==> config.mk <==
export PLATFORM = sky130hd
export DESIGN_NAME = pipe_stall_ctrl
export DESIGN_NICKNAME = d
export VERILOG_FILES = /design/src/rtl/pipe_stall_ctrl_pkg.sv /design/src/rtl/pipe_stall_ctrl_stall_monitor.sv /design/src/rtl/pipe_stall_ctrl.sv
export SDC_FILE = /design/constraint.sdc
export NUM_CORES = 1
export LEC_CHECK = 0
export BUFFER_PORTS_ARGS = -buffer_cell sky130_fd_sc_hd__buf_2
export CAP_MARGIN = 5
export CORE_MARGIN = 2
export CORE_UTILIZATION = 50
export CTS_BUF_LIST = sky130_fd_sc_hd__clkbuf_16
export DETAILED_ROUTE_END_ITERATION = 10
export PLACE_DENSITY = 0.87
export SLEW_MARGIN = 5
export SYNTH_ARGS = -nofsm -noshare
export SYNTH_HDL_FRONTEND = slang
export SYNTH_SLANG_ARGS = --single-unit
==> constraint.sdc <==
create_clock -name clk -period 2.76 [get_ports clk]
set_clock_uncertainty 0.15 [all_clocks]
set_input_delay 0.552 -clock clk [delete_from_list [all_inputs] [get_ports clk]]
set_output_delay 0.552 -clock clk [all_outputs]
set_load 0.01 [all_outputs]
==> src/rtl/pipe_stall_ctrl_pkg.sv <==
// Shared definitions for the pipeline controller: stall encodings, bus widths,
// reset polarity and the captured-flush context payload.
package pipe_stall_ctrl_pkg;

  localparam int unsigned REG_BUS_W = 32;
  localparam int unsigned STALL_W   = 6;
  localparam int unsigned FCNT_W    = 3;

  typedef logic [REG_BUS_W-1:0] reg_bus_t;
  typedef logic [STALL_W-1:0]   stall_vec_t;

  localparam reg_bus_t ZERO_WORD    = '0;
  localparam logic     RESET_ENABLE = 1'b1;
  localparam logic     STOP         = 1'b1;
  localparam logic     NO_STOP      = 1'b0;

  // Bit 0 = PC, 1 = IF, 2 = ID, 3 = EX, 4 = MEM, 5 = WB; the stage after the stalling one gets a bubble.
  localparam stall_vec_t STALL_NONE = 6'b000000;
  localparam stall_vec_t STALL_IF   = 6'b000011;
  localparam stall_vec_t STALL_ID   = 6'b000111;
  localparam stall_vec_t STALL_EX   = 6'b001111;
  localparam stall_vec_t STALL_MEM  = 6'b011111;

  typedef struct packed {
    reg_bus_t          pc;
    logic [FCNT_W-1:0] left;
  } flush_ctx_t;

  // Deepest stalling stage wins: mem > ex > id > if.
  function automatic stall_vec_t stall_encode(input logic req_if, input logic req_id,
                                              input logic req_ex, input logic req_mem);
    stall_vec_t vec;
    vec = STALL_NONE;
    if (req_mem == STOP)     vec = STALL_MEM;
    else if (req_ex == STOP) vec = STALL_EX;
    else if (req_id == STOP) vec = STALL_ID;
    else if (req_if == STOP) vec = STALL_IF;
    return vec;
  endfunction

endpackage

==> src/rtl/pipe_stall_ctrl_stall_monitor.sv <==
// Stall statistics: saturating count of stalled cycles and a sticky timeout
// raised once a single stall run reaches STALL_LIMIT cycles.
module pipe_stall_ctrl_stall_monitor
  import pipe_stall_ctrl_pkg::*;
#(
  parameter int unsigned STALL_LIMIT = 1024,
  parameter int unsigned CNT_W       = 32
) (
  input  logic             clk,
  input  logic             rst,
  input  logic             stalled,
  output logic [CNT_W-1:0] stall_cycles,
  output logic             stall_timeout
);

  localparam int unsigned       RUN_W   = $clog2(STALL_LIMIT + 1);
  localparam logic [RUN_W-1:0]  RUN_MAX = RUN_W'(STALL_LIMIT);
  localparam logic [CNT_W-1:0]  CNT_MAX = {CNT_W{1'b1}};

  logic [RUN_W-1:0] run_len;
  logic [RUN_W-1:0] run_len_next;

  // Run length of the current stall streak, pinned at the limit.
  always_comb begin
    run_len_next = run_len;
    if (!stalled)
      run_len_next = '0;
    else if (run_len != RUN_MAX)
      run_len_next = run_len + RUN_W'(1);
  end

  always_ff @(posedge clk) begin
    if (rst == RESET_ENABLE) begin
      stall_cycles  <= '0;
      run_len       <= '0;
      stall_timeout <= 1'b0;
    end else begin
      if (stalled && (stall_cycles != CNT_MAX))
        stall_cycles <= stall_cycles + CNT_W'(1);
      run_len <= run_len_next;
      if (run_len_next == RUN_MAX)
        stall_timeout <= 1'b1;
    end
  end

endmodule

==> src/rtl/pipe_stall_ctrl.sv <==
// Central pipeline controller: merges stage stall requests, sequences
// multi-cycle flushes with a redirect PC, and tracks stall statistics.
module pipe_stall_ctrl
  import pipe_stall_ctrl_pkg::*;
#(
  parameter int unsigned FLUSH_CYCLES = 1,
  parameter int unsigned STALL_LIMIT  = 1024,
  parameter int unsigned CNT_W        = 32
) (
  input  logic                 clk,
  input  logic                 rst,
  input  logic                 stallreq_from_if,
  input  logic                 stallreq_from_id,
  input  logic                 stallreq_from_ex,
  input  logic                 stallreq_from_mem,
  input  logic                 flush_req,
  input  logic [REG_BUS_W-1:0] flush_pc,
  output logic                 flush_ack,
  output logic [STALL_W-1:0]   stall,
  output logic                 flush,
  output logic [REG_BUS_W-1:0] new_pc,
  output logic [CNT_W-1:0]     stall_cycles,
  output logic                 stall_timeout
);

  typedef enum logic {
    S_RUN   = 1'b0,
    S_FLUSH = 1'b1
  } state_t;

  localparam logic [FCNT_W-1:0] FLUSH_LOAD = FCNT_W'(FLUSH_CYCLES);

  state_t     state;
  state_t     state_next;
  flush_ctx_t ctx;
  flush_ctx_t ctx_next;
  logic       accept;

  // Next state, flush context and the same-cycle stall/ack decisions.
  always_comb begin
    state_next = state;
    ctx_next   = ctx;
    accept     = 1'b0;
    stall      = STALL_NONE;
    case (state)
      S_RUN: begin
        if (flush_req) begin
          accept        = 1'b1;
          ctx_next.pc   = flush_pc;
          ctx_next.left = FLUSH_LOAD;
          state_next    = S_FLUSH;
        end else begin
          stall = stall_encode(stallreq_from_if, stallreq_from_id,
                               stallreq_from_ex, stallreq_from_mem);
        end
      end
      S_FLUSH: begin
        if (ctx.left <= FCNT_W'(1))
          state_next = S_RUN;
        else
          ctx_next.left = ctx.left - FCNT_W'(1);
      end
      default: state_next = S_RUN;
    endcase
    // Reset overrides everything, including an in-flight flush.
    if (rst == RESET_ENABLE) begin
      stall  = STALL_NONE;
      accept = 1'b0;
    end
  end

  assign flush_ack = accept;

  always_ff @(posedge clk) begin
    if (rst == RESET_ENABLE) begin
      state  <= S_RUN;
      ctx    <= '0;
      flush  <= 1'b0;
      new_pc <= ZERO_WORD;
    end else begin
      state  <= state_next;
      ctx    <= ctx_next;
      flush  <= (state_next == S_FLUSH);
      new_pc <= ctx_next.pc;
    end
  end

  pipe_stall_ctrl_stall_monitor #(
    .STALL_LIMIT (STALL_LIMIT),
    .CNT_W       (CNT_W)
  ) stall_monitor (
    .clk           (clk),
    .rst           (rst),
    .stalled       (|stall),
    .stall_cycles  (stall_cycles),
    .stall_timeout (stall_timeout)
  );

endmodule

## Word level (Yosys, flattened, before mapping)

Index checks and enable logic that the tools add are counted.

| storage, ports and cells | value |
|---|---|
| register bits | 80 |
| latch bits | 0 |
| bits in writable memories | 0 |
| ROM bits | 0 |
| output and inout port bits | 73 |
| logic and storage cells | 37 |
| memories kept | 0 |

| operators by class | value |
|---|---|
| add/sub/neg operators | 3 |
| $mul | 0 |
| div/mod/pow operators | 0 |
| order comparisons | 1 |
| equal/unequal tests | 5 |
| shifts and indexed selects | 0 |
| muxes and demuxes | 17 |
| bitwise gates (word level) | 1 |
| reductions and logical operators | 4 |

Operators by type and width:

| kind | count |
|---|---|
| 32-bit by 1-bit adder with 32-bit output (second input constant) | 1 |
| 32-bit inequality test (second input constant) | 1 |
| 11-bit 2-to-1 mux | 2 |
| 6-bit 2-to-1 mux | 2 |
| 11-bit by 1-bit adder with 11-bit output (second input constant) | 1 |
| 11-bit == test (second input constant) | 1 |
| 11-bit inequality test (second input constant) | 1 |
| 5-bit 2-to-1 mux | 2 |
| 3-bit 2-to-1 mux | 3 |
| 3-bit case mux with 2 select lines | 1 |
| 6-bit OR reduction | 1 |
| 1-bit 2-to-1 mux | 4 |
| 4-bit 2-to-1 mux | 1 |
| 2-bit inequality test (second input constant) | 2 |
| 2-bit AND reduction | 2 |
| 3-bit by 1-bit <= comparator with 1-bit output (second input constant) | 1 |
| 3-bit by 1-bit subtractor with 3-bit output (second input constant) | 1 |
| 2-bit 2-to-1 mux | 1 |
| 1-bit case mux with 2 select lines | 1 |
| 1-bit logical AND | 1 |
| 1-bit inverter | 1 |

## Logic depth before layout (Yosys ltp)

| depth | value |
|---|---|
| word-level depth | 10 |
| mapped depth | 8 |

## Hierarchy

Synthesis repeated with hierarchy kept, for this count alone.

| second synthesis, totals | value |
|---|---|
| cell total of the unflattened synthesis | 493 |
| area, all modules | 4151.5 um^2 |

Modules (own cells, without submodules):

| module | instances | cells each | area each (um^2) | seq. area each (um^2) |
|---|---|---|---|---|
| pipe_stall_ctrl_stall_monitor | 1 | 278 | 2303.5 | 880.8 |
| pipe_stall_ctrl | 1 | 215 | 1848.0 | 720.7 |

## Least setup slack after synthesis

OpenSTA, ideal clock, no wires.

| timing path | value |
|---|---|
| path type | input-to-output |
| start | input stallreq_from_mem |
| end | output stall[1] |
| data arrival time | 1568 ps |
| required time | 2058 ps |
| slack | 490 ps |
| stages | 4 |
| buffers on the path | 1 |
| path through | or4_1 nand2_1 inv_2 buf_4 |

| between the ends | value |
|---|---|
| word-level cells in the longest chain between the ends | 4 |

RTL lines:

| item | RTL line | source |
|---|---|---|
| start, declared | pipe_stall_ctrl.sv:15 | `input logic stallreq_from_mem,` |
| 5-bit 2-to-1 mux | pipe_stall_ctrl_pkg.sv:34 | `if (req_mem == STOP) vec = STALL_MEM;` |
| 5-bit 2-to-1 mux | pipe_stall_ctrl.sv:47 | `if (flush_req) begin` |
| 6-bit 2-to-1 mux | pipe_stall_ctrl.sv:45 | `case (state)` |
| 6-bit 2-to-1 mux | pipe_stall_ctrl.sv:66 | `if (rst == RESET_ENABLE) begin` |
| end, declared | pipe_stall_ctrl.sv:19 | `output logic [STALL_W-1:0] stall,` |

Every way passes these cells.

## Worst setup path in the final report

| timing path | value |
|---|---|
| start | register stall_monitor.stall_cycles[24] |
| end | register stall_monitor.stall_cycles[17] |

| between the ends | value |
|---|---|
| word-level cells in the longest chain between the ends | 2 |

RTL lines:

| item | RTL line | source |
|---|---|---|
| start, declared | pipe_stall_ctrl_stall_monitor.sv:12 | `output logic [CNT_W-1:0] stall_cycles,` |
| start signal, assigned | pipe_stall_ctrl_stall_monitor.sv:39 | `stall_cycles <= stall_cycles + CNT_W'(1);` |
| 32-bit inequality test | pipe_stall_ctrl_stall_monitor.sv:38 | `if (stalled && (stall_cycles != CNT_MAX))` |
| 1-bit logical AND | pipe_stall_ctrl_stall_monitor.sv:38 |  |

Every way passes these cells.
A chain may end at the register's enable or synchronous reset.

==> impl_metrics.csv <==
group,metric,value,unit
status,status,"finished clean",
setup_path,rr_worst_depth,5,
sta,clock.fmax,0.391,GHz
layout,layout.nets,598,
floorplan,rows,32,
setup_path,setup.worst_path.end,"stall_monitor.stall_cycles[17]",
setup_path,required,2.83,ns
placement,dp_hpwl,6290,um
logic_synthesis,synthesis.nets,527,
setup_path,start_kind,"flip-flop",
setup_path,cp-end-kind,"flip-flop",
cts,cts_root_buf,"clkbuf_16",
sta,setup_violations,0,
setup_path,cp_num_cells,5,
floorplan,ios,112,
cts,postCtsHoldBufs,0,
placement,buffer_ports.inserted,110,
sta,fin_crit,2.56,ns
route,first_pass_iters,4,
cts,clock_latency,0.33,ns
logic_synthesis,synth_ff_type,"dfxtp_1",
sta,finalHoldViolations,0,
logic_synthesis,synth_edf_count,0,
sta,setup_tns,0,ns
logic_synthesis,synth_area,3880,um2
placement,place.gp.congestion,0.899,
logic_synthesis,synthDistinctLibCells,50,
floorplan,die_h,92.1,um
grt,grt_pass1_wl,14300,um
sta,maxSlewViolCount,0,
layout,post_layout_nonfiller_instances,661,
setup_path,path_class,"reg -> reg",
setup_path,arrival,2.63,ns
setup_path,crit_chain,"nand4_1 > or4_4 > o31ai_4 > nor3_1 > mux2_4",
logic_synthesis,syn_inst,483,
grt,grt_pass1_vias,3199,
logic_synthesis,ys_top_cells_by_count,"nand2_1 (84), dfxtp_1 (80), a21oi_1 (58)",
grt,grt_max_degree,41,
sta,rsz0062_at_grt,"false",
logic_synthesis,ys_seq_area_frac,0.413,
grt,antenna_found_initial,0,
sta,relSlewSlack,0.562,
power,ir_worst_vdd,330,uV
cts,cts_buffers,9,
grt,grt_usage,0.209,
min_path,hp-class,"reg -> reg",
route,route.detailed.drc,0,
job,maxCapViolCount,0,
route,first_iter_violations,143,
setup_path,reg2reg_setup_slack,0.20,ns
cts,cts_tree,"built",
route,viasPerCell,5.32,
layout,design_area,4600,um2
logic_synthesis,synth-async-reset-ratio,0,
sta,worstMarginPinSlew,0.652,ns
setup_path,crit_slowest_cell,"or4_4",
logic_synthesis,yosysTopAreaCellShare,0.413,
logic_synthesis,synth_most_common_cell,"nand2_1",
route,wirelength,8920,um
logic_synthesis,ys_warn_count,0,
route,antenna_left,0,
setup_path,rr_endpoint,"stall_monitor.stall_cycles[17]",
cts,clk_pin_slew,0.06,ns
floorplan,start_util,0.510,
setup_path,reg2reg_from,"stall_monitor.stall_cycles[24]",
route,wl_per_cell,13.5,um
setup_path,critPathTopFamily,"simple AND/OR/NAND/NOR gates",
setup_path,crit_fanout,16,
sta,worst_slack,0.205,ns
cts,cts.path.max_buffers,2,
power,powerDensity,599,nW/um2
logic_synthesis,ys_ff_latch,80,
route,num_vias,3516,
floorplan,coreArea,7610,um2
setup_path,crit_start,"stall_monitor.stall_cycles[24]",
cts,post_cts_buffers,0,
cts,htree_levels,3,
placement,dp_cells,645,
sta,finalCritPeriodShare,0.926,
cts,post_cts_resized,0,
placement,placed_area,4260,um2
cts,cts_sinks,80,
sta,timing.hold.ws,0.299,ns
layout,drive_above_1_share,0.265,
layout,antenna_cells,0,
logic_synthesis,synth_area_per_cell,8.04,um2
setup_path,critPathMaxStageDelay,0.62,ns
floorplan,chipWidth,92.1,um
floorplan,die-area,8490,um2
setup_path,critPathBufInv,0,
grt,grt_overflow,0,
power,p_leak,1.93,nW
logic_synthesis,yosysTopAreaCell,"dfxtp_1",
layout,syn_to_final_growth,18.5,%
layout,n_fill_cell,678,
placement,dp_slack,0.216,ns
logic_synthesis,synth_area_leaders,"dfxtp_1 (41%), nand2_1 (8.1%), a21oi_1 (7.5%)",
[worst register-to-register path, delay by kind of cell, from the launching register on]
family	cells	cell delay (ns)
AND/OR/NAND/NOR	3	0.97
AO/OA/AOI/OAI	1	0.58
multiplexers	1	0.32
flip-flops	1	0.43
[worst min-delay path by stage]
stage                       from      end  slack, ns  depth (start not counted)
finish                   ctx[14]  ctx[14]       0.30                          2
CTS                 flush_pc[11]  ctx[14]       0.30                          3
global route        flush_pc[11]  ctx[14]       0.31                          3
detailed placement        ctx[8]   ctx[8]       0.29                          2
floorplan                ctx[10]  ctx[10]       0.29                          2
global placement         ctx[34]  ctx[34]       0.29                          2
[placed cells by master (no fill, tap or decap), types with 2 or more instances in the layout]
cell | Yosys | layout
a2111oi_0 | 2 | 2
a211oi_1 | 3 | 3
a21oi_1 | 58 | 58
a31o_2 | 2 | 2
a31oi_1 | 3 | 3
and2_1 | 3 | 3
and3_1 | 5 | 5
and4_1 | 4 | 4
buf_2 | 3 | 110
buf_4 | 35 | 8
bufinv_16 | 0 | 3
clkbuf_16 | 0 | 9
clkinvlp_4 | 0 | 2
dfxtp_1 | 80 | 80
ha_1 | 5 | 5
inv_1 | 13 | 15
mux2_2 | 4 | 4
nand2_1 | 84 | 84
nand2b_1 | 6 | 6
nand3_1 | 15 | 15
nand3b_1 | 2 | 2
nand4_1 | 8 | 8
nor2_1 | 33 | 33
nor2b_1 | 6 | 5
nor3_1 | 7 | 7
nor4_1 | 8 | 8
o21ai_0 | 6 | 6
o21ai_1 | 6 | 6
o31ai_1 | 10 | 10
or3_1 | 10 | 10
or4_1 | 10 | 10
xnor2_1 | 14 | 14
[through the flow]
step / power, mW / util
global placement: 1.44 / 0.560
global route: 2.86 / 0.605
CTS: 2.79 / 0.605
floorplan: 1.40 / -
detailed placement: 1.45 / 0.560
finish: 2.76 / 0.605
[metal layers]
| layer | vias up | track usage | routed length, um |
|---|---|---|---|
| met1 | 1612 | 0.257 | 3860 |
| met4 | 0 | 0.0995 | 189 |
| met5 | - | 0 | 0 |
| li1 | 1783 | - | - |
| met3 | 15 | 0.0427 | 528 |
| met2 | 106 | 0.349 | 4340 |
[flip-flops by register name (all words and copies together) (netlist names)]
| register | cells |
|---|---|
| ctx | 35 |
| stall_monitor.run_len | 11 |
| stall_monitor.stall_cycles | 32 |
| stall_monitor.stall_timeout | 1 |
| state | 1 |
[where the power goes]
group	internal [mW]	switching, mW
combinational	0.0880	0.125
clock	0.876	0.454
sequential	1.19	0.0222
total	2.15	0.601
[cell families after synthesis]
| group | share of synthesized area |
|---|---|
| XOR/XNOR | 0.0338 |
| other | 0.000966 |
| adder cells (fa/ha/maj) | 0.0161 |
| multiplexers | 0.0180 |
| AO/OA/AOI/OAI | 0.149 |
| AND/OR/NAND/NOR | 0.263 |
| flip-flops | 0.413 |
| buffers and inverters | 0.106 |
[layout make-up]
type / count / area [um2] / area share
Clock buffer: 9 / 225 / 0.0490
Tap cell: 102 / 128 / 0.0277
Clock inverter: 7 / 113 / 0.0245
Multi-Input combinational cell: 331 / 1870 / 0.407
Sequential cell: 80 / 1600 / 0.348
Inverter: 14 / 52.6 / 0.0114
Timing Repair Buffer: 118 / 611 / 0.133
No activity file was read; power rests on OpenSTA's default activity.
